<file path="src/rtl/rv_fetch_pkg.sv">
// Shared fetch-stage types and constants.
// Imported by the fetch stage and its instruction buffer.
package rv_fetch_pkg;

  localparam int XLEN = 32;
  localparam int INSN_BYTES = 4;
  localparam logic [31:0] NOP_INSN = 32'h0000_0013;
  localparam logic [XLEN-1:0] RESET_PC_DEF = '0;

  typedef struct packed {
    logic [XLEN-1:0] pc;
    logic [31:0]     instruction;
  } fetch_entry_t;

endpackage

</file>
<file path="src/rtl/fetch_fifo.sv">
// Instruction buffer: synchronous FIFO of fetch entries.
// Flush empties it in one cycle; push+pop on full is legal.
module fetch_fifo
  import rv_fetch_pkg::*;
#(
  parameter int DEPTH = 2
) (
  input  logic                             clk,
  input  logic                             nreset,
  input  logic                             flush_i,
  input  logic                             push_i,
  input  fetch_entry_t                     data_i,
  input  logic                             pop_i,
  output fetch_entry_t                     head_o,
  output logic                             empty_o,
  output logic [$clog2(DEPTH+1)-1:0]       count_o
);

  localparam int CW = $clog2(DEPTH + 1);
  localparam int PW = $clog2(DEPTH);

  fetch_entry_t   mem_q [DEPTH];
  logic [PW-1:0]  wr_q, rd_q;
  logic [CW-1:0]  cnt_q;

  always_ff @(posedge clk or negedge nreset) begin
    if (!nreset) begin
      wr_q  <= '0;
      rd_q  <= '0;
      cnt_q <= '0;
    end else if (flush_i) begin
      wr_q  <= '0;
      rd_q  <= '0;
      cnt_q <= '0;
    end else begin
      wr_q  <= wr_q + PW'(push_i);
      rd_q  <= rd_q + PW'(pop_i);
      cnt_q <= cnt_q + CW'(push_i) - CW'(pop_i);
    end
  end

  always_ff @(posedge clk) begin
    if (push_i && !flush_i) begin
      mem_q[wr_q] <= data_i;
    end
  end

  assign head_o  = mem_q[rd_q];
  assign empty_o = (cnt_q == '0);
  assign count_o = cnt_q;

endmodule

</file>
<file path="src/rtl/fetch_stage.sv">
// Instruction fetch: PC, credit-limited imem requests,
// response buffering and redirect flush towards decode.
module fetch_stage
  import rv_fetch_pkg::*;
#(
  parameter logic [XLEN-1:0] RESET_PC   = RESET_PC_DEF,
  parameter int              FIFO_DEPTH = 2
) (
  input  logic            clk,
  input  logic            nreset,
  output logic            imem_req_valid,
  input  logic            imem_req_ready,
  output logic [XLEN-1:0] imem_req_addr,
  input  logic            imem_rsp_valid,
  input  logic [31:0]     imem_rsp_data,
  input  logic            redirect_valid,
  input  logic [XLEN-1:0] redirect_pc,
  output logic            out_valid,
  input  logic            out_ready,
  output logic [31:0]     out_instruction,
  output logic [XLEN-1:0] out_pc
);

  localparam int CW = $clog2(FIFO_DEPTH + 1);
  localparam int PW = $clog2(FIFO_DEPTH);

  logic [XLEN-1:0] pc_q, pc_d;
  logic [CW-1:0]   outst_q, outst_d;
  logic [CW-1:0]   drop_q, drop_d;
  logic [CW-1:0]   fifo_cnt;
  logic [CW:0]     used;
  logic [XLEN-1:0] last_pc_q;

  logic [XLEN-1:0] pcq_q [FIFO_DEPTH];
  logic [PW-1:0]   pcq_wr_q, pcq_rd_q;

  logic            req_fire, push, pop, empty;
  fetch_entry_t    push_e, head_e;

  // In-flight plus buffered entries never exceed the buffer size.
  assign used = {1'b0, outst_q} + {1'b0, fifo_cnt};

  assign imem_req_valid = nreset && !redirect_valid
                       && (used < (CW+1)'(FIFO_DEPTH));
  assign imem_req_addr  = pc_q;
  assign req_fire       = imem_req_valid && imem_req_ready;

  assign push = imem_rsp_valid && (drop_q == '0)
             && !redirect_valid;
  assign pop  = !empty && out_ready;

  always_comb begin
    pc_d = pc_q;
    if (redirect_valid) begin
      pc_d = {redirect_pc[XLEN-1:2], 2'b00};
    end else if (req_fire) begin
      pc_d = pc_q + XLEN'(INSN_BYTES);
    end
  end

  always_comb begin
    outst_d = outst_q + CW'(req_fire) - CW'(imem_rsp_valid);
    drop_d  = drop_q;
    if (redirect_valid) begin
      drop_d = outst_d;
    end else if (imem_rsp_valid && (drop_q != '0)) begin
      drop_d = drop_q - CW'(1);
    end
  end

  always_ff @(posedge clk or negedge nreset) begin
    if (!nreset) begin
      pc_q      <= RESET_PC;
      outst_q   <= '0;
      drop_q    <= '0;
      pcq_wr_q  <= '0;
      pcq_rd_q  <= '0;
      last_pc_q <= '0;
    end else begin
      pc_q     <= pc_d;
      outst_q  <= outst_d;
      drop_q   <= drop_d;
      pcq_wr_q <= pcq_wr_q + PW'(req_fire);
      pcq_rd_q <= pcq_rd_q + PW'(imem_rsp_valid);
      if (!empty) begin
        last_pc_q <= head_e.pc;
      end
    end
  end

  // Request PCs, consumed in order by every response, dropped or not.
  always_ff @(posedge clk) begin
    if (req_fire) begin
      pcq_q[pcq_wr_q] <= pc_q;
    end
  end

  assign push_e = '{pc: pcq_q[pcq_rd_q],
                    instruction: imem_rsp_data};

  fetch_fifo #(
    .DEPTH(FIFO_DEPTH)
  ) u_fifo (
    .clk     (clk),
    .nreset  (nreset),
    .flush_i (redirect_valid),
    .push_i  (push),
    .data_i  (push_e),
    .pop_i   (pop),
    .head_o  (head_e),
    .empty_o (empty),
    .count_o (fifo_cnt)
  );

  assign out_valid       = !empty;
  assign out_instruction = empty ? NOP_INSN : head_e.instruction;
  assign out_pc          = empty ? last_pc_q : head_e.pc;

endmodule

</file>
<file path="config.mk">
export PLATFORM = sky130hd
export DESIGN_NAME = fetch_stage
export DESIGN_NICKNAME = d
export VERILOG_FILES = /design/src/rtl/rv_fetch_pkg.sv /design/src/rtl/fetch_fifo.sv /design/src/rtl/fetch_stage.sv
export SDC_FILE = /design/constraint.sdc
export NUM_CORES = 1
export LEC_CHECK = 0
export ABC_AREA = 1
export ABC_CLOCK_PERIOD_IN_PS = 5100
export BUFFER_PORTS_ARGS = -buffer_cell sky130_fd_sc_hd__buf_4
export CELL_PAD_IN_SITES_DETAIL_PLACEMENT = 2
export CELL_PAD_IN_SITES_GLOBAL_PLACEMENT = 2
export CORE_UTILIZATION = 34
export CTS_CLUSTER_DIAMETER = 60
export CTS_CLUSTER_SIZE = 10
export DETAILED_ROUTE_END_ITERATION = 8
export PLACE_DENSITY_LB_ADDON = 0.2
export RECOVER_POWER = 100
export SETUP_SLACK_MARGIN = 0.5
export SYNTH_ARGS = -nofsm -noshare
export SYNTH_HDL_FRONTEND = slang
export SYNTH_SLANG_ARGS = --single-unit
</file>
<file path="constraint.sdc">
create_clock -name clk -period 5.1 [get_ports clk]
set_input_delay 0.765 -clock clk [delete_from_list [all_inputs] [get_ports clk]]
set_output_delay 0.765 -clock clk [all_outputs]
set_load 0.03 [all_outputs]
</file>
# ---- Word-level counts from Yosys, hierarchy flattened
# Memory sizes are Yosys's and may differ from the RTL's.
# Index checks and enable logic that the tools add are counted.
dict set report word_totals {
  n_memories 2
  mem_bits_rw 192
  output_inout_bits 98
  in_bits 70
  ff_bits 74
  wordCells 51
}
# memory words width read_ports rd_clocked_by_memory_dff write_ports line
set mem_list {}
lappend mem_list {u_fifo.mem_q 2 64 1 0 1 fetch_fifo.sv:22} ;# fetch_entry_t mem_q [DEPTH];
lappend mem_list {pcq_q 2 32 1 0 1 fetch_stage.sv:34} ;# logic [XLEN-1:0] pcq_q [FIFO_DEPTH];
dict set report op_classes {
  n_reduce_logical 15
  n_addsub 11
  order_cmp 1
  mux 13
}
# cell count
set ops {}
lappend ops {{32-bit two-way mux} 4}
lappend ops {{32-bit by 3-bit adder with 32-bit output (second input constant)} 1}
lappend ops {{1-bit logical AND} 8}
lappend ops {{1-bit two-way mux} 6}
lappend ops {{2-bit two-way mux} 3}
lappend ops {{2-bit nonzero test} 3}
lappend ops {{1-bit adder} 4}
lappend ops {{2-bit by 1-bit adder with 2-bit output} 2}
lappend ops {{2-bit logical NOT} 2}
lappend ops {{2-bit by 1-bit subtractor with 2-bit output} 2}
lappend ops {{2-bit by 2-bit adder with 3-bit output} 1}
lappend ops {{3-bit by 2-bit less-than comparator with 1-bit output (second input constant)} 1}
lappend ops {{1-bit logical NOT} 2}
lappend ops {{2-bit by 1-bit subtractor with 2-bit output (second input constant)} 1}

# ---- Depth between registers and ports, before layout
dict set report logic_depth {
  ltp_word 7
  ltp_mapped 12
  depth_no_buf 12
}

# ---- Cells and area by module
# A second synthesis with hierarchy kept.
dict set report unflattened {
  hier_cells 910
  area_unflattened_um2 11334.6
}
# mod seq_area_each_um2 area_each_um2 n_inst cells_per_inst
set modules_own_cells {}
lappend modules_own_cells {fetch_stage 3503.4 6291.0 1 682}
lappend modules_own_cells {fetch_fifo 3943.8 5043.6 1 228}

# ---- Worst setup path before layout
# No wires, ideal clock.
dict set report synth_path {
  path_type {input to register}
  startpoint {in redirect_valid}
  endpoint {mem u_fifo.mem_q[1][0] in the netlist's numbering, enable pin}
  cell_stages 4
  setup_slack_ns 1.829
  arrival_ns 2.845
  cell_sequence {buf_2 > buf_1 > nor2_1 > ha_1}
}
dict set report synth_between {
  elab_chain_cells 5
}
# item line
set synth_lines {}
lappend synth_lines {{start: declaration} fetch_stage.sv:16} ;# input logic redirect_valid,
lappend synth_lines {{1-bit logical NOT *} {fetch_fifo.sv:43, fetch_stage.sv:49}}
lappend synth_lines {{1-bit logical AND} fetch_stage.sv:49} ;# && !redirect_valid;
lappend synth_lines {{1-bit logical AND *} fetch_fifo.sv:43} ;# if (push_i && !flush_i) begin
lappend synth_lines {{1-bit two-way mux *} fetch_fifo.sv:43}
lappend synth_lines {{1-bit two-way mux (not written as such) *} fetch_fifo.sv:44} ;# mem_q[wr_q] <= data_i;
lappend synth_lines {{end: declaration} fetch_fifo.sv:22}
# Every way passes the cells marked *; elsewhere a longest branch is shown, timed or not.

# ---- Final worst setup path
dict set report layout_path {
  startpoint {reg u_fifo.rd_q}
  endpoint {out out_pc[31]}
}
dict set report layout_between {
  elab_chain_cells 2
}
# item line
set layout_lines {}
lappend layout_lines {{start: declaration} fetch_fifo.sv:23} ;# logic [PW-1:0] wr_q, rd_q;
lappend layout_lines {{start signal: assignment} fetch_fifo.sv:37} ;# rd_q <= rd_q + PW'(pop_i);
lappend layout_lines {{memory read 2 x 64 bit} --}
lappend layout_lines {{32-bit two-way mux} --}
lappend layout_lines {{end: declaration} fetch_stage.sv:21} ;# output logic [XLEN-1:0] out_pc
# No other way between the ends.

==> out/metrics.cfg <==
[status]
status=finished, violations left
violations=max-capacitance violations, max-slew violations

[route]
vias=7310
drc_errors=0
wl_per_cell_um=19.3
ant_nets=0
finalWirelength_um=29100
via_per_inst=4.86
drt_first_pass_iters=4
drtIter0Drc=309

[cells_and_area]
finalNetCount=1166
fin_util=0.416
synthToLayoutAreaGrowth_pct=20.0
drive_gt1_frac=0.118
diodes=0
final_cell_count_no_fill=1505

[job]
maxCapViolCount=7

[power_and_ir_drop]
power_density_mw_per_mm2=574
ir_worst_vdd_mv=0.253
leakage_uw=0.00490

[timing]
timing.hold.ws_ps=432
setup_tns_ps=0
worst_pin_slew_ps=2040
hold_viol=0
setup_violations=0
setup_ws_ps=1150
post-route-period-util=0.775
max_freq_mhz=253
min_period_ps=3950
grt_setup_unrepaired=no
final_max_slew_viol_count=214
skew_ps=10.7
slew_headroom=-0.362

[placement]
dp_slack_ps=2090
portBuffers=163
placedCellCount=1448
hpwl_um=19500
gp_congestion=0.738

[clock_network]
cts.sinks=256
cts_tree=built
clk_pin_slew_worst_paths_ps=60
clockBufferDepth=3
cts_htree_levels=1
cts_made_buffers=31
clkLatencyLatePin_ps=540
root_buffer=clkbuf_16
postCtsHoldBufs=0
post_cts_buffers=0
cts_resized=0

[global_route]
gr-usage-met1=0.241
track_usage=0.186
grt_use_met2=0.324
grt_pass1_vias=7906
grt.overflow.total=0
busiest_layer=met2
grt_antenna_before_repair=0
grt_use_met3=0.0264
grt_pass1_wl_um=45000
grt_max_degree=64

[hold_path]
holdCritStartpoint=imem_rsp_data[1]
worstHoldPathCells=1
min_path_type=in2reg
min_to=u_fifo.mem_q[0][1]

[yosys]
synth_seq_area_share=0.691
ys_types=31
synth_top_cell_by_area=edfxtp_1
synth-warning-count=0
ys_ff_latch=256
netlist_area_mm2=0.0106
synth_top_area_frac=0.521
synth_area_leaders=edfxtp_1 52%, dfrtp_1 17%, nand2_1 8.3%
syn_area_per_cell_um2=11.6
synth_cells=913

[floorplanning]
core_area_mm2=0.0306
die_area_mm2=0.0319
die_x_um=179
dieHeight_um=179
core.rowCount=64
io_pins=168
start_util=0.346

[critical_path]
end_kind=primary output
critPathArrivalTime_ps=3190
worstRegToRegCells=8
reg2reg_from=u_fifo.count_o[0]
r2r_slack_ps=1700
cp.required_ps=4340
timing.rr.end=pcq_q[0][29]
path_max_fanout=41
crit_type=reg2out
worstSetupStartpointType=flop

## through the flow
| stage | area (um^2) | power [uW] |
|---|---|---|
| 2_1_floorplan | 10600 | 4610 |
| 3_3_place_gp | 12200 | 5660 |
| 3_5_place_dp | 12200 | 5770 |
| 4_1_cts | 13100 | 7760 |
| 5_1_grt | 12700 | 7740 |
| 6_report | 12700 | 7300 |
## cell families (layout without fill, tap and decap cells)
logic type / count (synthesis) / after routing / synth area share
simple gates: 395 / 395 / 0.161
compound gates: 115 / 115 / 0.0564
buf+inv: 94 / 289 / 0.0364
xor+xnor: 11 / 11 / 0.00909
other cells: 1 / 2 / 0.000354
fa+ha+maj: 11 / 11 / 0.0137
mux: 30 / 30 / 0.0319
flops: 256 / 256 / 0.691
## report_power, final
group	internal, uW	total [uW]	switching [uW]
combinational	587	2520	1930
sequential	2630	2840	202
clock	1140	1950	807
total	4360	7300	2940
## final cells by class
class	instances	area [um^2]
sequential	256	7330
clock inverter	5	31.3
fill	3292	17900
inverter	58	218
clock buffer	52	865
multi-input combinational	564	2880
tap	396	495
timing repair buffer	174	902
## cell usage after synthesis
cell and count:
nand4_4 1, inv_1 53, or2_2 1, o21ai_0 17
conb_1 1, o21bai_1 6, nand4_1 4, clkbuf_1 20
nor3_1 5, nand3_1 55, nand2_2 5, o211ai_1 3
nor2_2 7, buf_4 4, and2_1 4, buf_2 8
edfxtp_1 184, nor2_4 8, inv_2 5, mux2_2 30
buf_1 3, a21oi_1 89, nor2_1 69, xnor2_1 7
dfrtp_1 72, fa_1 1, xor2_1 4, buf_6 1
ha_1 10, nand2_4 2, nand2_1 234
## how the worst max path moves through the flow
| stage | end | cells after the start | from | slack, ps |
|---|---|---|---|---|
| CTS | out_pc[6] | 5 | u_fifo.count_o[1] | 1520 |
| finish | out_pc[31] | 5 | u_fifo.rd_q | 1150 |
| floorplan | u_fifo.mem_q[1][0] | 4 | redirect_valid | 1830 |
| detailed placement | out_pc[6] | 5 | u_fifo.count_o[1] | 2090 |
| global placement | out_pc[6] | 5 | u_fifo.count_o[1] | 2160 |
| global route | pcq_q[1][12] | 5 | nreset | 870 |
## flip-flops by register name, summed over array words and instances (netlist names)
| signal | cells |
|---|---|
| pcq_wr_q | 1 |
| drop_q | 2 |
| last_pc_q | 32 |
| u_fifo.rd_q | 1 |
| pcq_rd_q | 1 |
| u_fifo.mem_q | 124 |
| imem_req_addr | 30 |
| u_fifo.wr_q | 1 |
| u_fifo.count_o | 2 |
| pcq_q | 60 |
| outst_q | 2 |
## critical path, cell delays in order (launching register included)
cell and delay (ps):
dfrtp_2 400, inv_1 1050, buf_4 470, nand2_1 110
a21oi_1 210, clkbuf_1 390
## layer usage
| metal | share of wire | wire (um) | vias to the layer above |
|---|---|---|---|
| met5 | 0 | 0 | - |
| met1 | 0.44 | 12900 | 3657 |
| met2 | 0.49 | 14300 | 167 |
| li1 | - | - | 3445 |
| met3 | 0.041 | 1210 | 41 |
| met4 | 0.022 | 629 | 0 |
## cell usage in the layout (no fill, tap or decap), drive strengths merged
cell type and n:
mux2 30, nor2 84, o211ai 3, nor3 5, inv 58, buf 42, clkinv 4, dfrtp 72
o21ai 17, xnor2 7, o21bai 6, ha 10, edfxtp 184, nand2 241, or2 1, xor2 4
a21oi 89, clkinvlp 1, conb 2, nand3 55, fa 1, clkbuf 184, nand4 5, and2 4
(Power assumes the default switching activity.)
